$ cat src/rtl/icache_ctrl_if.sv
`default_nettype none
// ---------------------------------------------------------------------------
// icache_ctrl_if : fetch, tag/valid RAM, memory and data-array fill bundle
// Revision 1.0 - initial release
// ---------------------------------------------------------------------------
interface icache_ctrl_if #(
  parameter int TAG_W = 23,
  parameter int IDX_W = 5,
  parameter int BEATS = 4
);
  localparam int c_off_w  = 32 - TAG_W - IDX_W;
  localparam int c_beat_w = $clog2(BEATS);

  logic                 req_valid;
  logic [31:0]          req_addr;
  logic                 req_ready;
  logic                 flush;

  logic                 resp_valid;
  logic [IDX_W-1:0]     resp_index;
  logic [c_off_w-1:0]   resp_offset;

  logic [IDX_W-1:0]     tag_index;
  logic                 tag_wr;
  logic [TAG_W-1:0]     tag_wr_data;
  logic [TAG_W-1:0]     tag_rd_data;
  logic                 val_wr;
  logic                 val_wr_data;
  logic                 val_rd_data;

  logic                 mem_req;
  logic [31:0]          mem_addr;
  logic                 mem_ack;
  logic [31:0]          mem_data;

  logic                 fill_wr;
  logic [IDX_W-1:0]     fill_index;
  logic [c_beat_w-1:0]  fill_word;
  logic [31:0]          fill_data;

  // Controller side.
  modport slave (
    input  req_valid, req_addr, flush,
    input  tag_rd_data, val_rd_data,
    input  mem_ack, mem_data,
    output req_ready, resp_valid, resp_index, resp_offset,
    output tag_index, tag_wr, tag_wr_data, val_wr, val_wr_data,
    output mem_req, mem_addr,
    output fill_wr, fill_index, fill_word, fill_data
  );

  // Environment side: fetch unit, RAM arrays and memory.
  modport master (
    output req_valid, req_addr, flush,
    output tag_rd_data, val_rd_data,
    output mem_ack, mem_data,
    input  req_ready, resp_valid, resp_index, resp_offset,
    input  tag_index, tag_wr, tag_wr_data, val_wr, val_wr_data,
    input  mem_req, mem_addr,
    input  fill_wr, fill_index, fill_word, fill_data
  );
endinterface
`default_nettype wire

$ cat src/rtl/icache_ctrl.sv
`default_nettype none
// ---------------------------------------------------------------------------
// icache_ctrl : I-cache lookup, 4-beat miss fill and full valid-bit flush
// Revision 1.0 - initial release
// ---------------------------------------------------------------------------
module icache_ctrl #(
  parameter int TAG_W = 23,
  parameter int IDX_W = 5,
  parameter int BEATS = 4
) (
  input  wire logic    clk,
  input  wire logic    reset,
  icache_ctrl_if.slave bus
);
  localparam int c_off_w  = 32 - TAG_W - IDX_W;
  localparam int c_beat_w = $clog2(BEATS);

  localparam logic [2:0] c_idle   = 3'd0;
  localparam logic [2:0] c_lookup = 3'd1;
  localparam logic [2:0] c_fill   = 3'd2;
  localparam logic [2:0] c_update = 3'd3;
  localparam logic [2:0] c_flush  = 3'd4;

  localparam logic [IDX_W-1:0]    c_last_idx  = '1;
  localparam logic [c_beat_w-1:0] c_last_beat = c_beat_w'(BEATS - 1);

  logic [2:0]          r_state;
  logic [c_beat_w-1:0] r_beat;
  logic [IDX_W-1:0]    r_flush_cnt;
  logic                r_flush_pend;
  logic [31:0]         r_addr;

  logic [2:0]          w_state_nxt;
  logic [TAG_W-1:0]    w_tag;
  logic [IDX_W-1:0]    w_idx;
  logic [c_off_w-1:0]  w_off;
  logic                w_hit;
  logic                w_ready;
  logic                w_accept;
  logic                w_flush_go;
  logic                w_beat_done;

  assign w_tag       = r_addr[31 -: TAG_W];
  assign w_idx       = r_addr[c_off_w +: IDX_W];
  assign w_off       = r_addr[c_off_w-1:0];
  assign w_hit       = bus.val_rd_data && (bus.tag_rd_data == w_tag);
  assign w_ready     = (r_state == c_idle) && !bus.flush && !r_flush_pend;
  assign w_accept    = bus.req_valid && w_ready;
  assign w_flush_go  = (r_state == c_idle) && (bus.flush || r_flush_pend);
  assign w_beat_done = (r_state == c_fill) && bus.mem_ack;

  always_comb begin
    w_state_nxt = r_state;
    case (r_state)
      c_idle: begin
        if (w_flush_go) begin
          w_state_nxt = c_flush;
        end else if (w_accept) begin
          w_state_nxt = c_lookup;
        end
      end
      c_lookup: w_state_nxt = w_hit ? c_idle : c_fill;
      c_fill: begin
        if (w_beat_done && (r_beat == c_last_beat)) begin
          w_state_nxt = c_update;
        end
      end
      // The replay lookup after the update is what finally answers the fetch.
      c_update: w_state_nxt = c_lookup;
      c_flush: begin
        if (r_flush_cnt == c_last_idx) begin
          w_state_nxt = c_idle;
        end
      end
      default: w_state_nxt = c_idle;
    endcase
  end

  always_ff @(posedge clk or negedge reset) begin
    if (!reset) begin
      r_state      <= c_idle;
      r_beat       <= '0;
      r_flush_cnt  <= '0;
      r_flush_pend <= 1'b0;
      r_addr       <= '0;
    end else begin
      r_state <= w_state_nxt;

      // Entering FLUSH consumes the pending request, including a same-cycle one.
      if (w_flush_go) begin
        r_flush_pend <= 1'b0;
      end else if (bus.flush) begin
        r_flush_pend <= 1'b1;
      end

      if (w_accept) begin
        r_addr <= bus.req_addr;
      end

      if (r_state == c_lookup) begin
        r_beat <= '0;
      end else if (w_beat_done) begin
        r_beat <= r_beat + c_beat_w'(1);
      end

      if (r_state == c_flush) begin
        r_flush_cnt <= r_flush_cnt + IDX_W'(1);
      end
    end
  end

  assign bus.req_ready   = w_ready;
  assign bus.resp_valid  = (r_state == c_lookup) && w_hit;
  assign bus.resp_index  = w_idx;
  assign bus.resp_offset = w_off;

  assign bus.tag_index   = (r_state == c_flush) ? r_flush_cnt : w_idx;
  assign bus.tag_wr      = (r_state == c_update);
  assign bus.tag_wr_data = w_tag;
  assign bus.val_wr      = (r_state == c_update) || (r_state == c_flush);
  assign bus.val_wr_data = (r_state == c_update);

  assign bus.mem_req     = (r_state == c_fill);
  assign bus.mem_addr    = {w_tag, w_idx, r_beat, {(c_off_w - c_beat_w){1'b0}}};

  // Data is gated so the array sees zero outside an actual beat.
  assign bus.fill_wr     = w_beat_done;
  assign bus.fill_index  = w_idx;
  assign bus.fill_word   = r_beat;
  assign bus.fill_data   = w_beat_done ? bus.mem_data : 32'd0;

endmodule
`default_nettype wire

$ cat src/flat_wrapper.sv
// flat-port wrapper written by rule: the top's interface ports become plain ports
module icache_ctrl_flat 
#(
  parameter int TAG_W = 23,
  parameter int IDX_W = 5,
  parameter int BEATS = 4
)
  (clk, reset, bus_req_valid, bus_req_addr, bus_flush, bus_tag_rd_data, bus_val_rd_data, bus_mem_ack, bus_mem_data, bus_req_ready, bus_resp_valid, bus_resp_index, bus_resp_offset, bus_tag_index, bus_tag_wr, bus_tag_wr_data, bus_val_wr, bus_val_wr_data, bus_mem_req, bus_mem_addr, bus_fill_wr, bus_fill_index, bus_fill_word, bus_fill_data);
  icache_ctrl_if #(.TAG_W(TAG_W), .IDX_W(IDX_W), .BEATS(BEATS)) bus_i ();
  input  wire logic clk;
  input  wire logic reset;
  input wire logic [$bits(bus_i.req_valid)-1:0] bus_req_valid;
  input wire logic [$bits(bus_i.req_addr)-1:0] bus_req_addr;
  input wire logic [$bits(bus_i.flush)-1:0] bus_flush;
  input wire logic [$bits(bus_i.tag_rd_data)-1:0] bus_tag_rd_data;
  input wire logic [$bits(bus_i.val_rd_data)-1:0] bus_val_rd_data;
  input wire logic [$bits(bus_i.mem_ack)-1:0] bus_mem_ack;
  input wire logic [$bits(bus_i.mem_data)-1:0] bus_mem_data;
  output wire logic [$bits(bus_i.req_ready)-1:0] bus_req_ready;
  output wire logic [$bits(bus_i.resp_valid)-1:0] bus_resp_valid;
  output wire logic [$bits(bus_i.resp_index)-1:0] bus_resp_index;
  output wire logic [$bits(bus_i.resp_offset)-1:0] bus_resp_offset;
  output wire logic [$bits(bus_i.tag_index)-1:0] bus_tag_index;
  output wire logic [$bits(bus_i.tag_wr)-1:0] bus_tag_wr;
  output wire logic [$bits(bus_i.tag_wr_data)-1:0] bus_tag_wr_data;
  output wire logic [$bits(bus_i.val_wr)-1:0] bus_val_wr;
  output wire logic [$bits(bus_i.val_wr_data)-1:0] bus_val_wr_data;
  output wire logic [$bits(bus_i.mem_req)-1:0] bus_mem_req;
  output wire logic [$bits(bus_i.mem_addr)-1:0] bus_mem_addr;
  output wire logic [$bits(bus_i.fill_wr)-1:0] bus_fill_wr;
  output wire logic [$bits(bus_i.fill_index)-1:0] bus_fill_index;
  output wire logic [$bits(bus_i.fill_word)-1:0] bus_fill_word;
  output wire logic [$bits(bus_i.fill_data)-1:0] bus_fill_data;
  assign bus_i.req_valid = bus_req_valid;
  assign bus_i.req_addr = bus_req_addr;
  assign bus_i.flush = bus_flush;
  assign bus_i.tag_rd_data = bus_tag_rd_data;
  assign bus_i.val_rd_data = bus_val_rd_data;
  assign bus_i.mem_ack = bus_mem_ack;
  assign bus_i.mem_data = bus_mem_data;
  assign bus_req_ready = bus_i.req_ready;
  assign bus_resp_valid = bus_i.resp_valid;
  assign bus_resp_index = bus_i.resp_index;
  assign bus_resp_offset = bus_i.resp_offset;
  assign bus_tag_index = bus_i.tag_index;
  assign bus_tag_wr = bus_i.tag_wr;
  assign bus_tag_wr_data = bus_i.tag_wr_data;
  assign bus_val_wr = bus_i.val_wr;
  assign bus_val_wr_data = bus_i.val_wr_data;
  assign bus_mem_req = bus_i.mem_req;
  assign bus_mem_addr = bus_i.mem_addr;
  assign bus_fill_wr = bus_i.fill_wr;
  assign bus_fill_index = bus_i.fill_index;
  assign bus_fill_word = bus_i.fill_word;
  assign bus_fill_data = bus_i.fill_data;
  icache_ctrl #(.TAG_W(TAG_W), .IDX_W(IDX_W), .BEATS(BEATS)) u_core (.clk(clk), .reset(reset), .bus(bus_i));
endmodule
$ cat config.mk
export PLATFORM = sky130hd
export DESIGN_NAME = icache_ctrl_flat
export DESIGN_NICKNAME = d
export VERILOG_FILES = /design/src/rtl/icache_ctrl_if.sv /design/src/rtl/icache_ctrl.sv /design/src/flat_wrapper.sv
export SDC_FILE = /design/constraint.sdc
export NUM_CORES = 1
export LEC_CHECK = 0
export CAP_MARGIN = 20
export CORE_ASPECT_RATIO = 0.7
export CORE_MARGIN = 4
export CORE_UTILIZATION = 37
export DETAILED_ROUTE_END_ITERATION = 8
export PLACE_DENSITY = 0.94
export SLEW_MARGIN = 10
export SYNTH_ARGS = -nofsm -noshare
export SYNTH_HDL_FRONTEND = slang
export SYNTH_SLANG_ARGS = --single-unit
$ cat constraint.sdc
create_clock -name clk -period 2.3 [get_ports clk]
set_input_delay 0.46 -clock clk [delete_from_list [all_inputs] [get_ports clk]]
set_output_delay 0.46 -clock clk [all_outputs]
set_load 0.02 [all_outputs]
==> results.sh, run 1 <==
export IMPL_report_final_slew_viol_count=0
export IMPL_synth_compound_area_frac=0.02603
export IMPL_port_buffers=205
export IMPL_synthMostInstantiatedCell="dfrtp_1"
export IMPL_setup_ws_ps=1.349
export IMPL_routedWlPerCell_um=17.09
export IMPL_power_density_nw_per_um2=623.2
export IMPL_ys_flop_type="dfrtp_1"
export IMPL_end_kind="output pin"
export IMPL_startpoint_type="input port"
export IMPL_ant_nets=0
export IMPL_syn_to_final_growth_pct=78.45
export IMPL_synth_area_leaders="dfrtp_1 (39%), mux2_4 (16%), buf_4 (10%), xnor2_1 (8.3%), and2_1 (7.8%)"
export IMPL_nets=532
export IMPL_vias=2415
export IMPL_clk_latency_ps=300
export IMPL_dieArea_um2=8868
export IMPL_r2r_setup_slack_ps=520
export IMPL_cts_tree="yes"
export IMPL_synth_cell_types=35
export IMPL_synth_commonest_cells="dfrtp_1 (43), buf_4 (38), and2_1 (34)"
export IMPL_synth_top_area_frac=0.3927
export IMPL_required_ps=1840
export IMPL_r2r_cells=7
export IMPL_grt_ovfl_total=0
export IMPL_ys_seq_elements=43
export IMPL_fp_row_count=25
export IMPL_syn_avg_cell_area_um2=11.61
export IMPL_worstPathMaxFanout=2
export IMPL_skew_ps=8.666
export IMPL_rsz0062_at_grt="yes"
export IMPL_first_global_vias=2720
export IMPL_finalHoldViolations=0
export IMPL_wl_mm=9.075
export IMPL_vdd_ir_drop_max_mv=0.3930
export IMPL_die_w_um=110.9
export IMPL_synthArstFlopShare=1.000
export IMPL_muxShareOfSynthArea=0.2041
export IMPL_synth_area_leader_cell="dfrtp_1"
export IMPL_place_ws_ps=-724.8
export IMPL_drv_cap=0
export IMPL_dp_cells=520
export IMPL_p_leak_nw=2.416
export IMPL_path_class="in -> out"
export IMPL_place_gp_congestion=0.8163
export IMPL_clk_pin_slew_worst_paths_ps=90
export IMPL_yosys_area_share_simple=0.1416
export IMPL_drive_gt1_frac=0.3066
export IMPL_initial_core_util=0.3928
export IMPL_max_slew_margin=0.4392
export IMPL_clockRootBuffer="clkbuf_8"
export IMPL_drtIter0Drc=47
export IMPL_holdWs_ps=254.9
export IMPL_power_total_mw=3.047
export IMPL_antenna_found_initial=0
export IMPL_post_dp_cell_area_um2=4830
export IMPL_htreeDepth=2
export IMPL_stdcell_area_um2=4890
export IMPL_period_needed_ps=2299
export IMPL_tightestPinTransition_ps=841.3
export IMPL_fin_crit_sh=0.9994
export IMPL_finalSetupViolCount=0
export IMPL_cts_sinks=43
export IMPL_synthXorXnorAreaFrac=0.08630
export IMPL_synth_edf_count=0
export IMPL_worstReg2RegEnd="u_core.r_state[1]$_DFFE_PN0P_"
export IMPL_num_antenna_cells=0
export IMPL_fp_dieH_um=80
export IMPL_synthAdderAreaFrac=0.01370
export IMPL_drt_drc_violations_left=0
export IMPL_dr_pass1_iters=4
export IMPL_grt_start_max_net_pins=38
export IMPL_synth_top_family_by_area="multiplexers"
export IMPL_clock_fmax_mhz=435.0
export IMPL_hold_class="in -> async"
export IMPL_coreArea_um2=6975
export IMPL_fin_cells=531
export IMPL_yosysWarnings=0
export IMPL_fillerInstances=492
export IMPL_numCtsBuffers=5
export IMPL_critPathArrivalTime_ps=1840
export IMPL_grt_pass1_wl_mm=13.57
export IMPL_reg2reg_from="u_core.r_flush_cnt[0]$_DFFE_PN0P_"
export IMPL_grt_usage=0.1925
export IMPL_viasPerCell=4.548
export IMPL_synthCells=236
export IMPL_syn_area_um2=2740
export IMPL_yosysSeqAreaShare=0.3927
export IMPL_cts_path_max_buffers=2
export IMPL_dpl_hpwl_mm=7.284
export IMPL_num_io_pins=208
export IMPL_outcome="finished, final reports clean"
## metrics by stage
step,utilization,setup TNS [ps]
4_1_cts,0.7092,-177.1
2_1_floorplan,-,0
5_1_grt,0.7010,-88.45
3_3_place_gp,0.6924,-9899
6_report,0.7010,0
3_5_place_dp,0.6924,-10230
## worst max-delay path, cell delays in order
cell	delay [ps]
clkdlybuf4s50_1	470
xnor2_1	110
nand4_1	140
nor4_2	180
buf_4	160
and4_4	200
buf_6	110
## what timing repair did
| action | CTS | global route |
|---|---|---|
| hold buffers | 0 | 0 |
| buffers inserted | 1 | 1 |
| pin swaps | 2 | 17 |
| endpoints found under the setup margin | 43 | 37 |
| cloned | 0 | 1 |
| resized for setup | 109 | 55 |
## sequential cells by signal, indices dropped and copies added (netlist names)
register	flops
u_core.bus.fill_word	2
u_core.r_addr	32
u_core.r_flush_cnt	5
u_core.r_flush_pend	1
u_core.r_state	3
## logic make-up (layout without fill, tap and decap cells)
family                   after synthesis  in the layout
adder cells (fa/ha/maj)                3              3
buffers and inverters                 51            251
other                                  1              2
flip-flops                            43             43
multiplexers                          40             40
AO/OA/AOI/OAI                         10             10
XOR/XNOR                              27             27
AND/OR/NAND/NOR                       61             61
## placed cells by master (no fill, tap or decap), types with 2 or more instances in the layout
| cell | n |
|---|---|
| clkdlybuf4s50_1 | 146 |
| dfrtp_1 | 43 |
| and2_1 | 33 |
| buf_4 | 31 |
| mux2_4 | 29 |
| xnor2_1 | 24 |
| buf_2 | 18 |
| clkbuf_2 | 18 |
| dlymetal6s2s_1 | 16 |
| mux2_2 | 11 |
| nand4_1 | 7 |
| clkbuf_8 | 5 |
| inv_1 | 3 |
| nor3_1 | 3 |
| ha_1 | 3 |
| dlygate4sd2_1 | 3 |
| buf_12 | 3 |
| nor2_4 | 2 |
| nand2_2 | 2 |
| xnor2_2 | 2 |
| nor2_1 | 2 |
| nand2_1 | 2 |
| nand2b_1 | 2 |
| a21oi_1 | 2 |
| o22ai_1 | 2 |
| conb_1 | 2 |
| clkdlybuf4s15_2 | 2 |
## how the worst max path moves through the flow
stage	start	endpoint
after floorplan	u_core.r_state[1]$_DFFE_PN0P_	bus_fill_data[22]
after global placement	bus_tag_rd_data[6]	bus_resp_valid
after detailed placement	bus_tag_rd_data[0]	bus_resp_valid
after CTS	bus_tag_rd_data[12]	bus_resp_valid
after global routing	bus_tag_rd_data[20]	bus_resp_valid
final	bus_tag_rd_data[20]	bus_resp_valid
## area by class of cell
cell class | count | area, µm² | area share
clock inverter | 3 | 47.55 | 0.009724
timing repair buffer | 240 | 2230 | 0.4560
inverter | 3 | 11.26 | 0.002303
sequential | 43 | 1076 | 0.2201
multi-input combinational | 143 | 1339 | 0.2738
clock buffer | 5 | 68.82 | 0.01407
tap | 94 | 117.6 | 0.02405
## per-layer routing
| layer | share of wire | vias to the layer above | GRT usage |
|---|---|---|---|
| met5 | 0 | - | 0 |
| met4 | 0.018 | 0 | 0.05658 |
| met3 | 0.067 | 16 | 0.05379 |
| met2 | 0.54 | 101 | 0.3862 |
| met1 | 0.38 | 1144 | 0.1951 |
| li1 | - | 1154 | - |
## where the power goes
part	leakage, nW	internal, mW	switching [mW]
Sequential	0.552	0.896	0.147
Combinational	1.81	0.800	0.602
Clock	0.0587	0.329	0.273
Total	2.42	2.03	1.02
(Power assumes the default switching activity.)
==> run 2, diff against run 1 <==
--- a/config.mk
+++ b/config.mk
@@ -5,8 +5,7 @@
 export SDC_FILE = /design/constraint.sdc
 export NUM_CORES = 1
 export LEC_CHECK = 0
-export CAP_MARGIN = 20
-export CORE_ASPECT_RATIO = 0.7
+export CAP_MARGIN = 10
 export CORE_MARGIN = 4
 export CORE_UTILIZATION = 37
 export DETAILED_ROUTE_END_ITERATION = 8
==> run 2 against run 1 <==
Against the previous run:
- critical path depth did not move
- via count barely moved
- critical path type unchanged
- sequential power barely moved
- highest routed layer unchanged
- largest cell class unchanged
- maximum frequency barely moved
- clock power rose by 1%
- count of clock-buffer cells in the layout rose by 1
- combinational power barely moved
- cell count did not move
==> results.sh, run 2 (synthesis results as in run 1) <==
export IMPL_period_needed_ps=2298
export IMPL_port_buffers=205
export IMPL_tightestPinTransition_ps=525.4
export IMPL_dpl_hpwl_mm=7.087
export IMPL_end_kind="output pin"
export IMPL_grt_start_max_net_pins=34
export IMPL_grt_usage=0.1793
export IMPL_outcome="finished, final reports clean"
export IMPL_worstPathMaxFanout=2
export IMPL_fp_row_count=31
export IMPL_vdd_ir_drop_max_mv=0.4240
export IMPL_max_slew_margin=0.6497
export IMPL_grt_pass1_wl_mm=12.36
export IMPL_reg_top3="u_core.r_addr: 32 flops, u_core.r_flush_cnt: 5 flops, u_core.r_state: 3 flops"
export IMPL_cts_tree="yes"
export IMPL_critPathArrivalTime_ps=1840
export IMPL_final_cell_mix="clkdlybuf4s50_1 (149), dfrtp_1 (42), and2_1 (33), mux2_4 (29), buf_4 (29)"
export IMPL_syn_to_final_growth_pct=77.03
export IMPL_fin_crit_sh=0.9993
export IMPL_ant_nets=0
export IMPL_num_io_pins=208
export IMPL_drt_drc_violations_left=0
export IMPL_regMostFlops="u_core.r_addr"
export IMPL_clockRootBuffer="clkbuf_8"
export IMPL_drive_gt1_frac=0.2824
export IMPL_power_density_nw_per_um2=626.9
export IMPL_viasPerCell=4.546
export IMPL_report_final_slew_viol_count=0
export IMPL_grt_ovfl_total=0
export IMPL_final_util=0.6724
export IMPL_cts_sinks=43
export IMPL_initial_core_util=0.3798
export IMPL_cts_hold_buf=0
export IMPL_largest_register_ff_count=32
export IMPL_finalSetupViolCount=0
export IMPL_nets=527
export IMPL_coreArea_um2=7214
export IMPL_stdcell_area_um2=4851
export IMPL_cts_path_max_buffers=2
export IMPL_layout_commonest_cell="clkdlybuf4s50_1"
export IMPL_drv_cap=0
export IMPL_hold_class="in -> async"
export IMPL_path_class="in -> out"
export IMPL_required_ps=1840
export IMPL_die_w_um=94.06
export IMPL_clock_fmax_mhz=435.1
export IMPL_num_antenna_cells=0
export IMPL_p_leak_nw=2.321
export IMPL_skew_ps=2.823
export IMPL_antenna_found_initial=0
export IMPL_clk_pin_slew_worst_paths_ps=80
export IMPL_vias=2414
export IMPL_fp_dieH_um=94.06
export IMPL_routedWlPerCell_um=15.89
export IMPL_post_dp_cell_area_um2=4788
export IMPL_numCtsBuffers=5
export IMPL_dieArea_um2=8846
export IMPL_finalHoldViolations=0
export IMPL_first_global_vias=2503
export IMPL_drtIter0Drc=48
export IMPL_wl_mm=8.437
export IMPL_clk_latency_ps=290
export IMPL_startpoint_type="input port"
export IMPL_place_gp_congestion=0.7296
export IMPL_htreeDepth=2
export IMPL_dr_pass1_iters=3
export IMPL_rsz0062_at_grt="yes"
==> run 2: final timing paths <==
kind                                              startpoint                                 to  slack (ps)  cells past startpoint
setup / recovery                         bus_tag_rd_data[15]                     bus_resp_valid           2                      7
hold / removal                                         reset       u_core.r_addr[3]$_DFFE_PN0P_         130                      1
setup reg to reg               u_core.r_state[2]$_DFFE_PN0P_      u_core.r_addr[21]$_DFFE_PN0P_         550                      5
hold reg to reg            u_core.r_flush_cnt[3]$_DFFE_PN0P_  u_core.r_flush_cnt[3]$_DFFE_PN0P_         500                      1
max in group asynchronous                              reset      u_core.r_addr[27]$_DFFE_PN0P_        1490                      2
min in group clk           u_core.r_flush_cnt[3]$_DFFE_PN0P_  u_core.r_flush_cnt[3]$_DFFE_PN0P_         500                      1
==> run 2: layout make-up <==
type                            instances  area (µm²)
Clock buffer                            6       82.58
Clock inverter                          2       35.03
Fill cell                             549        2364
Inverter                                3       11.26
Multi-Input combinational cell        143        1326
Sequential cell                        43        1077
Tap cell                               99       123.9
Timing Repair Buffer                  235        2195
==> run 2: through the flow <==
| step | total power, mW | setup TNS [ps] | hold WS (ps) | std cells | setup WS [ps] |
|---|---|---|---|---|---|
| after global placement | 2.447 | -9116 | 458.0 | 522 | -618.2 |
| after floorplan | 1.828 | 0 | 164.4 | 237 | 449.3 |
| after detailed placement | 2.492 | -9720 | 466.8 | 522 | -615.9 |
| after global routing | 3.193 | -114.9 | 163.1 | 531 | -114.9 |
| after CTS | 3.072 | -123.2 | 144.5 | 530 | -123.2 |
| final | 3.041 | 0 | 133.0 | 531 | 1.615 |
==> run 2: repair_timing <==
action / CTS / global route
buffers inserted: 0 / 1
pin swaps: 2 / 15
setup endpoints to repair: 44 / 40
gates resized for setup: 86 / 46
==> run 2: critical path, cell delays in order <==
cell,delay [ps]
clkdlybuf4s50_1,490
xnor2_1,130
nand4_1,130
nor4_2,160
buf_4,150
and4_1,190
buf_6,120
==> run 2: layer usage <==
layer,global-route usage,wire length [µm],up-vias
met1,0.1782,2865,1134
met2,0.3454,4500,134
met4,0.04091,99,0
li1,-,-,1137
met5,0,0,-
met3,0.07051,972,9
==> run 2: power by group <==
group / leakage, nW / total [mW] / internal [mW] / switching [mW]
clock network: 0.0612 / 0.610 / 0.351 / 0.258
logic: 1.71 / 1.39 / 0.803 / 0.590
registers: 0.550 / 1.04 / 0.896 / 0.143
total: 2.32 / 3.04 / 2.05 / 0.991
